<file path="config.mk">
export PLATFORM = sky130hd
export DESIGN_NAME = morse_quiz_controller
export DESIGN_NICKNAME = d
export VERILOG_FILES = /design/src/rtl/morse_quiz_pkg.sv /design/src/rtl/morse_quiz_controller_lfsr.sv /design/src/rtl/morse_quiz_controller.sv
export SDC_FILE = /design/constraint.sdc
export NUM_CORES = 1
export LEC_CHECK = 0
export CAP_MARGIN = 30
export CORE_MARGIN = 3
export CORE_UTILIZATION = 46
export DETAILED_ROUTE_END_ITERATION = 7
export PLACE_DENSITY_LB_ADDON = 0.12
export REMOVE_ABC_BUFFERS = 1
export SETUP_SLACK_MARGIN = 0.02
export SLEW_MARGIN = 30
export SYNTH_ARGS = -nofsm -noshare
export SYNTH_HDL_FRONTEND = slang
export SYNTH_SLANG_ARGS = --single-unit
</file>
<file path="constraint.sdc">
create_clock -name clock -period 12.6 [get_ports clock]
set_input_delay 2.52 -clock clock [delete_from_list [all_inputs] [get_ports clock]]
set_output_delay 2.52 -clock clock [all_outputs]
set_load 0.01 [all_outputs]
</file>
<file path="src/rtl/morse_quiz_pkg.sv">
// morse_quiz_pkg
// Shared types and constants for the Morse quiz controller:
//   state_t        FSM state encoding (also driven out on the debug port)
//   SYM_*          2-bit decoder symbol codes
//   NUM_LETTERS    size of the target alphabet (A..Z)
//   morse_pattern  letter index -> 10-bit pattern, symbol one in [9:8]
package morse_quiz_pkg;

   typedef enum logic [2:0] {
      ST_IDLE       = 3'd0,
      ST_PRESENT    = 3'd1,
      ST_WAIT_INPUT = 3'd2,
      ST_CHECK      = 3'd3,
      ST_FEEDBACK   = 3'd4,
      ST_DONE       = 3'd5
   } state_t;

   localparam logic [1:0] SYM_NONE = 2'b00;
   localparam logic [1:0] SYM_DOT  = 2'b01;
   localparam logic [1:0] SYM_DASH = 2'b10;

   localparam int NUM_LETTERS = 26;

   // Unused trailing fields are SYM_NONE so a compare needs all five to agree.
   function automatic logic [9:0] morse_pattern(input logic [4:0] letter);
      case (letter)
         5'd0:    morse_pattern = {SYM_DOT,  SYM_DASH, SYM_NONE, SYM_NONE, SYM_NONE}; // A
         5'd1:    morse_pattern = {SYM_DASH, SYM_DOT,  SYM_DOT,  SYM_DOT,  SYM_NONE}; // B
         5'd2:    morse_pattern = {SYM_DASH, SYM_DOT,  SYM_DASH, SYM_DOT,  SYM_NONE}; // C
         5'd3:    morse_pattern = {SYM_DASH, SYM_DOT,  SYM_DOT,  SYM_NONE, SYM_NONE}; // D
         5'd4:    morse_pattern = {SYM_DOT,  SYM_NONE, SYM_NONE, SYM_NONE, SYM_NONE}; // E
         5'd5:    morse_pattern = {SYM_DOT,  SYM_DOT,  SYM_DASH, SYM_DOT,  SYM_NONE}; // F
         5'd6:    morse_pattern = {SYM_DASH, SYM_DASH, SYM_DOT,  SYM_NONE, SYM_NONE}; // G
         5'd7:    morse_pattern = {SYM_DOT,  SYM_DOT,  SYM_DOT,  SYM_DOT,  SYM_NONE}; // H
         5'd8:    morse_pattern = {SYM_DOT,  SYM_DOT,  SYM_NONE, SYM_NONE, SYM_NONE}; // I
         5'd9:    morse_pattern = {SYM_DOT,  SYM_DASH, SYM_DASH, SYM_DASH, SYM_NONE}; // J
         5'd10:   morse_pattern = {SYM_DASH, SYM_DOT,  SYM_DASH, SYM_NONE, SYM_NONE}; // K
         5'd11:   morse_pattern = {SYM_DOT,  SYM_DASH, SYM_DOT,  SYM_DOT,  SYM_NONE}; // L
         5'd12:   morse_pattern = {SYM_DASH, SYM_DASH, SYM_NONE, SYM_NONE, SYM_NONE}; // M
         5'd13:   morse_pattern = {SYM_DASH, SYM_DOT,  SYM_NONE, SYM_NONE, SYM_NONE}; // N
         5'd14:   morse_pattern = {SYM_DASH, SYM_DASH, SYM_DASH, SYM_NONE, SYM_NONE}; // O
         5'd15:   morse_pattern = {SYM_DOT,  SYM_DASH, SYM_DASH, SYM_DOT,  SYM_NONE}; // P
         5'd16:   morse_pattern = {SYM_DASH, SYM_DASH, SYM_DOT,  SYM_DASH, SYM_NONE}; // Q
         5'd17:   morse_pattern = {SYM_DOT,  SYM_DASH, SYM_DOT,  SYM_NONE, SYM_NONE}; // R
         5'd18:   morse_pattern = {SYM_DOT,  SYM_DOT,  SYM_DOT,  SYM_NONE, SYM_NONE}; // S
         5'd19:   morse_pattern = {SYM_DASH, SYM_NONE, SYM_NONE, SYM_NONE, SYM_NONE}; // T
         5'd20:   morse_pattern = {SYM_DOT,  SYM_DOT,  SYM_DASH, SYM_NONE, SYM_NONE}; // U
         5'd21:   morse_pattern = {SYM_DOT,  SYM_DOT,  SYM_DOT,  SYM_DASH, SYM_NONE}; // V
         5'd22:   morse_pattern = {SYM_DOT,  SYM_DASH, SYM_DASH, SYM_NONE, SYM_NONE}; // W
         5'd23:   morse_pattern = {SYM_DASH, SYM_DOT,  SYM_DOT,  SYM_DASH, SYM_NONE}; // X
         5'd24:   morse_pattern = {SYM_DASH, SYM_DOT,  SYM_DASH, SYM_DASH, SYM_NONE}; // Y
         5'd25:   morse_pattern = {SYM_DASH, SYM_DASH, SYM_DOT,  SYM_DOT,  SYM_NONE}; // Z
         default: morse_pattern = '0;
      endcase
   endfunction

endpackage

</file>
<file path="src/rtl/morse_quiz_controller_lfsr.sv">
// morse_lfsr8
// Free-running 8-bit Fibonacci LFSR (x^8+x^6+x^5+x^4+1) plus a mod-26
// reduction of its current value into a letter index.
//   clock   in   system clock
//   reset   in   synchronous active-low reset, reloads LFSR_SEED
//   letter  out  current LFSR value mod 26 (0=A..25=Z)
module morse_lfsr8
   import morse_quiz_pkg::*;
#(
   parameter logic [7:0] LFSR_SEED = 8'hA5
) (
   input  logic       clock,
   input  logic       reset,
   output logic [4:0] letter
);

   logic [7:0] lfsr_q, lfsr_d;
   logic [7:0] r1, r2, r3;

   // Maximal-length taps; a non-zero seed never reaches the all-zero state.
   always_comb begin
      lfsr_d = {lfsr_q[6:0], lfsr_q[7] ^ lfsr_q[5] ^ lfsr_q[4] ^ lfsr_q[3]};
   end

   // Binary-weighted subtract-26 reduction: 208, 104, 52, 26 covers 0..255.
   always_comb begin
      r1 = (lfsr_q >= 8'(NUM_LETTERS * 8)) ? lfsr_q - 8'(NUM_LETTERS * 8) : lfsr_q;
      r2 = (r1 >= 8'(NUM_LETTERS * 4)) ? r1 - 8'(NUM_LETTERS * 4) : r1;
      r3 = (r2 >= 8'(NUM_LETTERS * 2)) ? r2 - 8'(NUM_LETTERS * 2) : r2;
      letter = 5'((r3 >= 8'(NUM_LETTERS)) ? r3 - 8'(NUM_LETTERS) : r3);
   end

   always_ff @(posedge clock) begin
      if (!reset) lfsr_q <= LFSR_SEED;
      else        lfsr_q <= lfsr_d;
   end

endmodule

</file>
<file path="src/rtl/morse_quiz_controller.sv">
// morse_quiz_controller
// Runs one Morse training session: picks a target letter, waits for the
// decoder's finished letter, scores it, holds feedback, repeats for
// NUM_ROUNDS letters.
// Optional build macro: MORSE_QUIZ_RETRY_EN (one retry of a wrong answer).
// Ports:
//   clock, reset            system clock, synchronous active-low reset
//   start                   level; rising edge in IDLE/DONE starts a session
//   letter_done             decoder letter-finished level flag
//   morse_one..morse_five   decoded symbols (00 none, 01 dot, 10 dash)
//   target_letter/valid     current target and its qualifier
//   result_valid            one-cycle pulse on FEEDBACK entry
//   result_correct          match flag, held through FEEDBACK
//   timed_out               timeout flag, held through FEEDBACK
//   score, round            session score and 1-based round (0 in IDLE)
//   session_done, state     DONE indicator and raw FSM state
//
// state       | meaning
// ------------+------------------------------------------------
// IDLE        | after reset, waiting for start rise
// PRESENT     | one cycle: latch target, load timeout timer
// WAIT_INPUT  | waiting for a fresh letter_done rise or timeout
// CHECK       | one cycle: compare captured symbols, update score
// FEEDBACK    | hold result for FEEDBACK_CYCLES
// DONE        | session finished, score/round held
module morse_quiz_controller
   import morse_quiz_pkg::*;
#(
   parameter int         NUM_ROUNDS      = 10,
   parameter int         TIMEOUT_CYCLES  = 50_000_000,
   parameter int         FEEDBACK_CYCLES = 25_000_000,
   parameter logic [7:0] LFSR_SEED       = 8'hA5
) (
   input  logic       clock,
   input  logic       reset,
   input  logic       start,
   input  logic       letter_done,
   input  logic [1:0] morse_one,
   input  logic [1:0] morse_two,
   input  logic [1:0] morse_three,
   input  logic [1:0] morse_four,
   input  logic [1:0] morse_five,
   output logic [4:0] target_letter,
   output logic       target_valid,
   output logic       result_valid,
   output logic       result_correct,
   output logic       timed_out,
   output logic [7:0] score,
   output logic [7:0] round,
   output logic       session_done,
   output logic [2:0] state
);

`ifdef MORSE_QUIZ_RETRY_EN
   localparam bit RETRY_EN = 1'b1;
`else
   localparam bit RETRY_EN = 1'b0;
`endif

   localparam int TMR_MAX = (TIMEOUT_CYCLES > FEEDBACK_CYCLES) ? TIMEOUT_CYCLES : FEEDBACK_CYCLES;
   localparam int TMR_W   = $clog2(TMR_MAX + 1);
   localparam logic [TMR_W-1:0] TIMEOUT_LOAD  = TMR_W'(TIMEOUT_CYCLES - 1);
   localparam logic [TMR_W-1:0] FEEDBACK_LOAD = TMR_W'(FEEDBACK_CYCLES - 1);
   localparam logic [7:0]       LAST_ROUND    = 8'(NUM_ROUNDS);

   state_t           state_q, state_d;
   logic [TMR_W-1:0] tmr_q, tmr_d;
   logic [4:0]       target_q, target_d;
   logic [9:0]       capt_q, capt_d;
   logic [7:0]       score_q, score_d;
   logic [7:0]       round_q, round_d;
   logic             result_valid_q, result_valid_d;
   logic             result_correct_q, result_correct_d;
   logic             timed_out_q, timed_out_d;
   logic             retry_q, retry_d;
   logic             start_q, start_d, start_prev_q, start_prev_d;
   logic             ld_q, ld_d, ld_prev_q, ld_prev_d;

   logic [4:0]       lfsr_letter;
   logic             start_rise, ld_rise, tmr_zero, match;

   morse_lfsr8 #(
      .LFSR_SEED (LFSR_SEED)
   ) u_lfsr (
      .clock  (clock),
      .reset  (reset),
      .letter (lfsr_letter)
   );

   always_comb begin
      start_d      = start;
      start_prev_d = start_q;
      ld_d         = letter_done;
      ld_prev_d    = ld_q;
   end

   // Edges come from the registered copies only, so a letter_done that is
   // already high when WAIT_INPUT is entered never looks like a rise.
   assign start_rise = start_q & ~start_prev_q;
   assign ld_rise    = ld_q & ~ld_prev_q;
   assign tmr_zero   = (tmr_q == '0);
   assign match      = (capt_q == morse_pattern(target_q));

   always_comb begin
      state_d          = state_q;
      tmr_d            = tmr_q;
      target_d         = target_q;
      capt_d           = capt_q;
      score_d          = score_q;
      round_d          = round_q;
      result_valid_d   = 1'b0;
      result_correct_d = result_correct_q;
      timed_out_d      = timed_out_q;
      retry_d          = retry_q;
      case (state_q)
         ST_IDLE, ST_DONE: begin
            if (start_rise) begin
               state_d = ST_PRESENT;
               score_d = '0;
               round_d = 8'd1;
               retry_d = 1'b0;
            end
         end
         ST_PRESENT: begin
            // A retry attempt keeps the previous target.
            if (!retry_q) target_d = lfsr_letter;
            tmr_d   = TIMEOUT_LOAD;
            state_d = ST_WAIT_INPUT;
         end
         ST_WAIT_INPUT: begin
            if (ld_rise) begin
               capt_d  = {morse_one, morse_two, morse_three, morse_four, morse_five};
               state_d = ST_CHECK;
            end else if (tmr_zero) begin
               result_valid_d   = 1'b1;
               result_correct_d = 1'b0;
               timed_out_d      = 1'b1;
               tmr_d            = FEEDBACK_LOAD;
               state_d          = ST_FEEDBACK;
            end else begin
               tmr_d = tmr_q - TMR_W'(1);
            end
         end
         ST_CHECK: begin
            result_valid_d   = 1'b1;
            result_correct_d = match;
            timed_out_d      = 1'b0;
            if (match && (score_q != 8'hFF)) score_d = score_q + 8'd1;
            tmr_d   = FEEDBACK_LOAD;
            state_d = ST_FEEDBACK;
         end
         ST_FEEDBACK: begin
            if (tmr_zero) begin
               result_correct_d = 1'b0;
               timed_out_d      = 1'b0;
               if (RETRY_EN && !retry_q && !result_correct_q && !timed_out_q) begin
                  retry_d = 1'b1;
                  state_d = ST_PRESENT;
               end else begin
                  retry_d = 1'b0;
                  if (round_q == LAST_ROUND) begin
                     state_d = ST_DONE;
                  end else begin
                     round_d = round_q + 8'd1;
                     state_d = ST_PRESENT;
                  end
               end
            end else begin
               tmr_d = tmr_q - TMR_W'(1);
            end
         end
         default: state_d = ST_IDLE;
      endcase
   end

   always_ff @(posedge clock) begin
      if (!reset) begin
         state_q          <= ST_IDLE;
         tmr_q            <= '0;
         target_q         <= '0;
         capt_q           <= '0;
         score_q          <= '0;
         round_q          <= '0;
         result_valid_q   <= 1'b0;
         result_correct_q <= 1'b0;
         timed_out_q      <= 1'b0;
         retry_q          <= 1'b0;
         start_q          <= 1'b0;
         start_prev_q     <= 1'b0;
         ld_q             <= 1'b0;
         ld_prev_q        <= 1'b0;
      end else begin
         state_q          <= state_d;
         tmr_q            <= tmr_d;
         target_q         <= target_d;
         capt_q           <= capt_d;
         score_q          <= score_d;
         round_q          <= round_d;
         result_valid_q   <= result_valid_d;
         result_correct_q <= result_correct_d;
         timed_out_q      <= timed_out_d;
         retry_q          <= retry_d;
         start_q          <= start_d;
         start_prev_q     <= start_prev_d;
         ld_q             <= ld_d;
         ld_prev_q        <= ld_prev_d;
      end
   end

   assign state          = state_q;
   assign target_letter  = target_q;
   assign target_valid   = (state_q == ST_PRESENT) || (state_q == ST_WAIT_INPUT) ||
                           (state_q == ST_CHECK)   || (state_q == ST_FEEDBACK);
   assign result_valid   = result_valid_q;
   assign result_correct = result_correct_q;
   assign timed_out      = timed_out_q;
   assign score          = score_q;
   assign round          = round_q;
   assign session_done   = (state_q == ST_DONE);

endmodule
</file>
==> metrics.md <==
| Metric | Value |
|---|---|
| Leakage power | 2.249 nW |
| PD cells | 202.4 nW/µm² |
| Post-route ant nets | 0 |
| Final WL | 12770 µm |
| Relative slew margins | 0.4802 |
| Family with the most delay on the worst path | buffers and inverters |
| Syn Inst Count | 641 |
| #FFs+latches synth | 83 |
| Via density | 5.881 |
| Number of flops mapped to enable cells by yosys | 0 |
| Crit path capture type | register |
| Post_cts resized | 0 |
| RSZ-0062 raised after global routing | false |
| Core area | 10510 µm² |
| Worst-Skew Late Latency | 0.36 ns |
| Global route total overflow | 0 |
| Critical Path Slowest Stage Cell | a211oi_2 |
| CP peak stage delay | 0.61 ns |
| Buffers on Ports | 42 |
| Number of DRC markers in iteration 0 | 375 |
| Hold WC Path Type | reg -> reg |
| Post-route clock period utilization | 0.4100 |
| Final hold vios | 0 |
| Slew @ Worst Pin | 0.7773 ns |
| Fin Setup TNS | 0 ns |
| Die area | 12270 µm² |
| Netlist cell types | 83 |
| Clock Pin Slew Worst Setup and Hold Paths | 0.07 ns |
| Vias in the first global route | 4558 |
| CP Data Required Time | 12.90 ns |
| Critical path startpoint category | input port |
| Die W | 110.8 µm |
| Post-synth ARST share | 0 |
| Crit path buf inv count | 4 |
| Dpl ws | 7.159 ns |
| Fin crit period | 5.166 ns |
| Clock Path Buffers | 2 |
| Layout cell share with drive strength beyond 1 | 0.08172 |
| HPWL Detailed | 9160 µm |
| Worst R2R Setup Slack | 7.70 ns |
| IO Count | 43 |
| Skew final | 0.006812 ns |
| Routed via count | 4758 |
| Warning count from the yosys run | 0 |
| Hold buffers post-CTS | 0 |
| Status | completed |
| Initial Utilization | 0.4803 |
| Setup ws final | 7.434 ns |
| Mean routed wirelength per cell | 15.79 µm |
| GPL Wtd Cong | 0.8869 |
| F_max | 0.1936 GHz |
| Crit path max fanout | 35 |
| Syn Area/Cell | 7.874 µm² |
| Register area share after synthesis | 0.3292 |
| Final setup fails | 0 |
| Area growth from synthesis to layout | 12.77% |
| # Max-Cap Violations | 0 |
| N_diodes | 0 |
| DR DRC count | 0 |
| H-Tree Depth | 3 |
| CTS root buf | clkbuf_8 |
| Worst EP arrival | 5.47 ns |
| GRT Total Usage | 0.2054 |
| Critical Path, Cell by Cell | clkdlybuf4s50_1 > buf_4 > clkinv_1 > nor3_1 > a211oi_2 > inv_1 > ha_1 > or2_2 > a311oi_1 > a41o_1 |
| DIE HEIGHT | 110.8 µm |
| Initial antenna violation count | 0 |
| First-pass GRT wire length | 21550 µm |
| # rows | 37 |
| Postcts setup bufs | 0 |
| CP Class | in -> reg |
| Top FF cell, synth | dfxtp_1 |
| Pins Over Slew Limit | 0 |
| Final Net Count | 699 |
| CTS Buf Count | 9 |
| Largest net degree at the start of global routing | 36 |
| Synthesized cell area | 5047 µm² |
| Clock sink total | 83 |
| Worst vdd ir | 88.69 µV |
| Pre-Repair DR Iteration Count | 5 |
| TritonCTS clock tree | yes |
## synth_stat cells (3+ instances only)
| cell type | count | share of area |
|---|---|---|
| a21oi_1 | 56 | 0.056 |
| o21ai_0 | 45 | 0.045 |
| o221a_2 | 5 | 0.011 |
| nand3_1 | 18 | 0.018 |
| nand2b_1 | 6 | 0.0074 |
| dfxtp_1 | 83 | 0.33 |
| or3_1 | 8 | 0.0099 |
| nor2_1 | 71 | 0.053 |
| nand2_1 | 69 | 0.051 |
| nor3_1 | 19 | 0.019 |
| a21o_1 | 9 | 0.013 |
| mux2_4 | 3 | 0.0089 |
| a211o_1 | 3 | 0.0052 |
| and2_1 | 12 | 0.015 |
| buf_6 | 3 | 0.0067 |
| and3_1 | 9 | 0.011 |
| xor2_1 | 16 | 0.028 |
| xnor2_1 | 10 | 0.017 |
| inv_1 | 25 | 0.019 |
| or2_2 | 4 | 0.0050 |
| clkbuf_1 | 22 | 0.016 |
| nor4_1 | 7 | 0.0087 |
| a22oi_1 | 7 | 0.010 |
| ha_1 | 15 | 0.037 |
| nand4_1 | 12 | 0.015 |
| a31oi_1 | 17 | 0.021 |
| o22ai_1 | 6 | 0.0074 |
| mux2i_1 | 8 | 0.016 |
| a211oi_1 | 5 | 0.0074 |
## per-layer routing
layer,global-route usage,part of all wire,vias to the layer above
li1,-,-,2378
met3,0.04585,0.053,16
met2,0.3273,0.46,137
met4,0.05911,0.014,0
met1,0.2790,0.48,2227
met5,0,0,-
## report_power, final
part | internal, mW | switching (mW)
logic | 0.240 | 0.380
clock network | 0.0701 | 0.0901
registers | 0.313 | 0.0589
## cell usage in the layout, fill, tap and decap left out, types with 6 or more instances in the layout
master | synthesis | layout
dfxtp_1 | 83 | 83
nor2_1 | 71 | 70
nand2_1 | 69 | 69
a21oi_1 | 56 | 56
o21ai_0 | 45 | 45
clkdlybuf4s50_1 | 0 | 42
inv_1 | 25 | 25
nor3_1 | 19 | 19
nand3_1 | 18 | 18
a31oi_1 | 17 | 17
xor2_1 | 16 | 16
ha_1 | 15 | 15
and2_1 | 12 | 12
nand4_1 | 12 | 12
xnor2_1 | 10 | 10
a21o_1 | 9 | 9
and3_1 | 9 | 9
clkbuf_8 | 0 | 9
mux2i_1 | 8 | 8
or3_1 | 8 | 8
a22oi_1 | 7 | 7
nor4_1 | 7 | 7
nand2b_1 | 6 | 6
o22ai_1 | 6 | 6
## final timing paths
path,end,cells past startpoint,startpoint
hold reg to reg,capt_q[0],2,capt_q[0]
setup / recovery,register,10,reset
setup reg to reg,register,15,u_lfsr.lfsr_q[4]
hold / removal,capt_q[0],2,capt_q[0]
## flip-flops by register name, indices dropped and copies added, names as in the netlist, 3 cells and up, named ones only
name	count
capt_q	10
round	8
score	8
state	3
target_letter	5
tmr_q	26
u_lfsr.lfsr_q	8
## worst min-delay path, cell delays in order, from the launching register on
cell and delay [ns]:
dfxtp_1 0.31, nand2_1 0.05, a21oi_1 0.05
## per-stage QoR
stage          total power [mW]  cells  hold WS (ns)  area (µm²)  utilization
2_1_floorplan            0.8089    611        0.4309        4906            -
3_3_place_gp             0.9727    793        0.4465        5527       0.5259
3_5_place_dp             0.9865    794        0.4478        5542       0.5273
4_1_cts                   1.149    808        0.4584        5684       0.5409
5_1_grt                   1.250    809        0.4733        5692       0.5416
6_report                  1.152    809        0.4583        5692       0.5416
## kinds of logic (layout without fill, tap and decap cells)
group / Yosys count / in the layout / share of synthesized area
AO/OA/AOI/OAI: 197 / 197 / 0.2670
adder cells (fa/ha/maj): 15 / 15 / 0.03718
XOR/XNOR: 26 / 26 / 0.04511
multiplexers: 14 / 14 / 0.03371
AND/OR/NAND/NOR: 249 / 249 / 0.2397
flip-flops: 83 / 83 / 0.3292
buffers and inverters: 57 / 89 / 0.04809
## layout make-up
type                       instances  area, µm²
sequential                        83       1662
fill                            1023       4817
tap                              136      170.2
multi-input combinational        501       3146
inverter                          27      101.3
timing repair buffer              48      470.5
clock buffer                      14      142.6
Power figures use the tool's default switching activity.
==> edit 1, RTL diff (same flow settings) <==
Set the parameter `TIMEOUT_CYCLES` to 25_000_000 (it was 50_000_000).
--- a/src/rtl/morse_quiz_controller.sv
+++ b/src/rtl/morse_quiz_controller.sv
@@ -27,7 +27,7 @@
    import morse_quiz_pkg::*;
 #(
    parameter int         NUM_ROUNDS      = 10,
-   parameter int         TIMEOUT_CYCLES  = 50_000_000,
+   parameter int         TIMEOUT_CYCLES  = 25_000_000,
    parameter int         FEEDBACK_CYCLES = 25_000_000,
    parameter logic [7:0] LFSR_SEED       = 8'hA5
 ) (
Formal check against the unedited RTL: no difference found for any inputs over 10 cycles, from zero or initial values and one cycle with reset low; that may be too few to reach the edited logic, so the function may still have changed.
==> edit 1 against the unedited design <==
  * Sequential power rose by 3%
  * Clock power rose by 14%
  * Setup slack improved by 290 ps
  * Die area fell by 1.3%
  * Largest cell class unchanged
  * Area after synthesis fell by 1.4%
  * Wire length fell by 5.4%
  * Hold slack improved by 2.2 ps
  * Power fell by 3.6%
  * Sequential cell count fell by 1
  * Cell area fell by 0.75%
  * Highest routed layer unchanged
==> edit 1: results <==
[power_and_ir_drop]
switchingPower_uw = 484
irDropWorstVdd_mv = 0.0951
powerClk_uw = 183
leakage_uw = 0.00210
seq_cell_power_uw = 383

[layout]
clk_share = 0.0332
clockBufferCount = 10
layout-drive-gt1-share = 0.0942
n_all_inverters = 23
final-seq-area_mm2 = 0.00164
final_nets = 650
multi_input_area_share = 0.555
largestRegisters = "tmr_q: 25 flops, capt_q: 10 flops"
fill_cells = 979
buffers = 43
nonClkBufAreaFrac = 0.0757
num-multi-input-gates = 462

[global_routing]
track_usage = 0.205
grt_pass1_wl_um = 20200
antenna_found_initial = 0
grt_max_degree = 41
grt_pass1_vias = 4255

[routing]
wire_per_inst_um = 15.9
first_pass_iters = 4
post_drt_via_cell_ratio = 5.89
drt_iter0_drc = 254

[placement]
port_buffers = 42
dpl.hpwl_um = 8760
place.gp.congestion = 0.881

[yosys]
synth_xor_area_frac = 0.0721
yosys.area_share.adder = 0.0377
synth_cell_type_count = 89
synth.top_cells.by_count = "82 x dfxtp_1, 58 x nor2_1, 53 x nand2_1"
synth_compound_area_frac = 0.253
synthMuxAreaShare = 0.0226
synthTopCellsByArea = "dfxtp_1 33%, a21oi_1 4.4%, nor2_1 4.4%"
ys_seq_area_frac = 0.330

[cts]
cts_sinks = 82
htree_levels = 3
path_clk_slew_ps = 90
ctsResizeCount = 0
clk_latency_ps = 360
clockBufferDepth = 2

[worst_setup_path]
critPathMaxStageDelay_ps = 870
crit_fanout = 40
startpoint = "reset"
cp.arrival_ps = 5110
cp_slowest_cell = "clkdlybuf4s50_1"
r2r_setup_slack_ps = 7790

[outcome]
status = "finished, final reports clean"

[worst_hold_path]
hold_start = "capt_q[1]$_SDFFE_PN0P_"
whs_endpoint = "capt_q[1]$_SDFFE_PN0P_"

[timing]
finClkSkew_ps = 12.0
tightestPinTransition_ps = 860
[edit 1: changes by cell type after synthesis, moves of 7 or more]
cell     unedited run  this run
nor2_1             71        58
xor2_1             16        24
a21oi_1            56        44
nand2_1            69        53
a21o_1              9         1
o21a_1              1         8
inv_1              25        18
o21ai_0            45        21
a22oi_1             7         0
a31oi_1            17         4
xnor2_1            10        17
[edit 1: metrics by stage]
step | total power (µW) | cells | hold slack (ps) | setup slack, ps | area (µm²)
final | 1110 | 762 | 460 | 7730 | 5650
after global routing | 1200 | 762 | 486 | 7410 | 5650
after CTS | 1110 | 762 | 464 | 7760 | 5650
after detailed placement | 924 | 746 | 451 | 7380 | 5460
after global placement | 917 | 746 | 446 | 7460 | 5460
after floorplan | 782 | 567 | 436 | 8050 | 4860
[edit 1: routing by layer]
metal	up-vias	track usage	part of all wire
met5	-	0	0
met4	0	0.0606	0.016
met3	17	0.0414	0.050
met2	127	0.338	0.47
met1	2105	0.272	0.46
li1	2238	-	-
==> edit 2, RTL diff (config.mk and constraints unchanged) <==
Without the edit above. Make the reset (`reset`) asynchronous in 2 clocked blocks. Comments in the files are not updated.
--- a/src/rtl/morse_quiz_controller_lfsr.sv
+++ b/src/rtl/morse_quiz_controller_lfsr.sv
@@ -30,7 +30,7 @@
       letter = 5'((r3 >= 8'(NUM_LETTERS)) ? r3 - 8'(NUM_LETTERS) : r3);
    end
 
-   always_ff @(posedge clock) begin
+   always_ff @(posedge clock or negedge reset) begin
       if (!reset) lfsr_q <= LFSR_SEED;
       else        lfsr_q <= lfsr_d;
    end
--- a/src/rtl/morse_quiz_controller.sv
+++ b/src/rtl/morse_quiz_controller.sv
@@ -173,7 +173,7 @@
       endcase
    end
 
-   always_ff @(posedge clock) begin
+   always_ff @(posedge clock or negedge reset) begin
       if (!reset) begin
          state_q          <= ST_IDLE;
          tmr_q            <= '0;
Behaviour: differs if reset is asserted again (counterexample within 4 cycles, from zero or initial values and one cycle with reset low); with reset held inactive, the same outputs for 10 cycles.
==> edit 2 against the unedited design <==
  * Die area shrank 0.35%
  * Power shrank 14%
  * Sequential cell count down 8
  * Wire length down 6.4%
  * Area after synthesis shrank 0.37%
  * Cell area up 0.48%
  * Setup slack gained 740 ps
  * Highest routed layer unchanged
==> edit 2: results <==
[worst_setup_path]
cp_top_family = "flip-flops"
cp_slowest_cell = "dfrtp_1"
cp.arrival_ps = 1910
startpoint = "target_letter[2]$_DFFE_PN0P_"
reg2regPathDepth = 11
critPathMaxStageDelay_ps = 860
crit_fanout = 28
r2r-start = "u_lfsr.lfsr_q[5]$_DFF_PN1_"
r2r_setup_slack_ps = 9000

[power_and_ir_drop]
irDropWorstVdd_mv = 0.0714
leakage_uw = 0.00234

[timing]
finClkSkew_ps = 11.8
tightestPinTransition_ps = 783

[global_routing]
grt_max_degree = 76
grt_pass1_wl_um = 20500
track_usage = 0.198
antenna_found_initial = 0
grt_pass1_vias = 4150

[cts]
ctsResizeCount = 0
root_buffer = "clkbuf_8"
path_clk_slew_ps = 90
postCtsSetupRepairBufs = 0
clk_latency_ps = 370

[layout]
largestRegisters = "tmr_q: 26 flops, capt_q: 10 flops"
layout-drive-gt1-share = 0.0847
fill_cells = 987
final_nets = 648
diodes = 0

[outcome]
status = "finished, final reports clean"

[yosys]
synth.top_cells.by_count = "78 x nand2_1, 71 x dfrtp_1, 57 x nor2_1"
synthArstFlopShare = 1.00
ys_seq_area_frac = 0.374
yosys_warnings = 0
synth_ff_type = "dfrtp_1"
synthTopCellsByArea = "dfrtp_1 35%, nand2_1 5.8%, o21ai_0 4.8%"
synth_cell_type_count = 77

[placement]
place.gp.congestion = 0.881
dpl.hpwl_um = 8340

[routing]
wire_per_inst_um = 15.7
drt_iter0_drc = 336
post_drt_via_cell_ratio = 5.90

[worst_hold_path]
hold_start = "ld_prev_d$_DFF_PN0_"
hold_class = "reg -> reg"
worstHoldPathCells = 0
edit 2: layout make-up:
class / instances / area share
Timing Repair Buffer: 46 / 0.0790
Clock inverter: 7 / 0.0140
Clock buffer: 9 / 0.0217
Tap cell: 136 / 0.0298
Sequential cell: 75 / 0.329
Multi-Input combinational cell: 463 / 0.510
Inverter: 26 / 0.0171
edit 2: path summary, 6_finish.rpt:
kind                                                end
setup reg to reg           target_letter[3]$_DFFE_PN0P_
setup / recovery                       target_letter[2]
hold / removal                      ld_prev_q$_DFF_PN0_
min in group asynchronous         capt_q[8]$_DFFE_PN0P_
max in group asynchronous         tmr_q[22]$_DFFE_PN0P_
hold reg to reg                     ld_prev_q$_DFF_PN0_
edit 2: kinds of logic (layout without fill, tap and decap cells):
kind of cell,after synthesis,in the layout,share of synthesized area
AND/OR/NAND/NOR,251,251,0.259
AO/OA/AOI/OAI,170,170,0.229
flip-flops,75,75,0.374
buffers and inverters,57,88,0.0478
XOR/XNOR,21,21,0.0366
adder cells (fa/ha/maj),14,14,0.0346
multiplexers,7,7,0.0197
edit 2: stage by stage:
stage	worst slack [ps]	total power (µW)	cell area (µm²)	hold slack, ps	std cells
floorplan	9130	650	4890	355	564
global placement	8580	785	5500	363	746
detailed placement	8560	799	5510	360	746
CTS	8130	1000	5720	381	762
global route	8030	1070	5720	408	762
finish	8170	991	5720	380	762
edit 2: layer usage:
layer,vias up,wire length [µm],global-route usage
met5,-,0,0
met4,0,119,0.0501
met3,10,551,0.0433
met2,96,5710,0.319
met1,2180,5580,0.273
li1,2207,-,-
edit 2: report_power, final:
part           internal [µW]  switching (µW)
combinational            174             239
sequential               303            79.2
clock                   94.2             102
total                    571             420
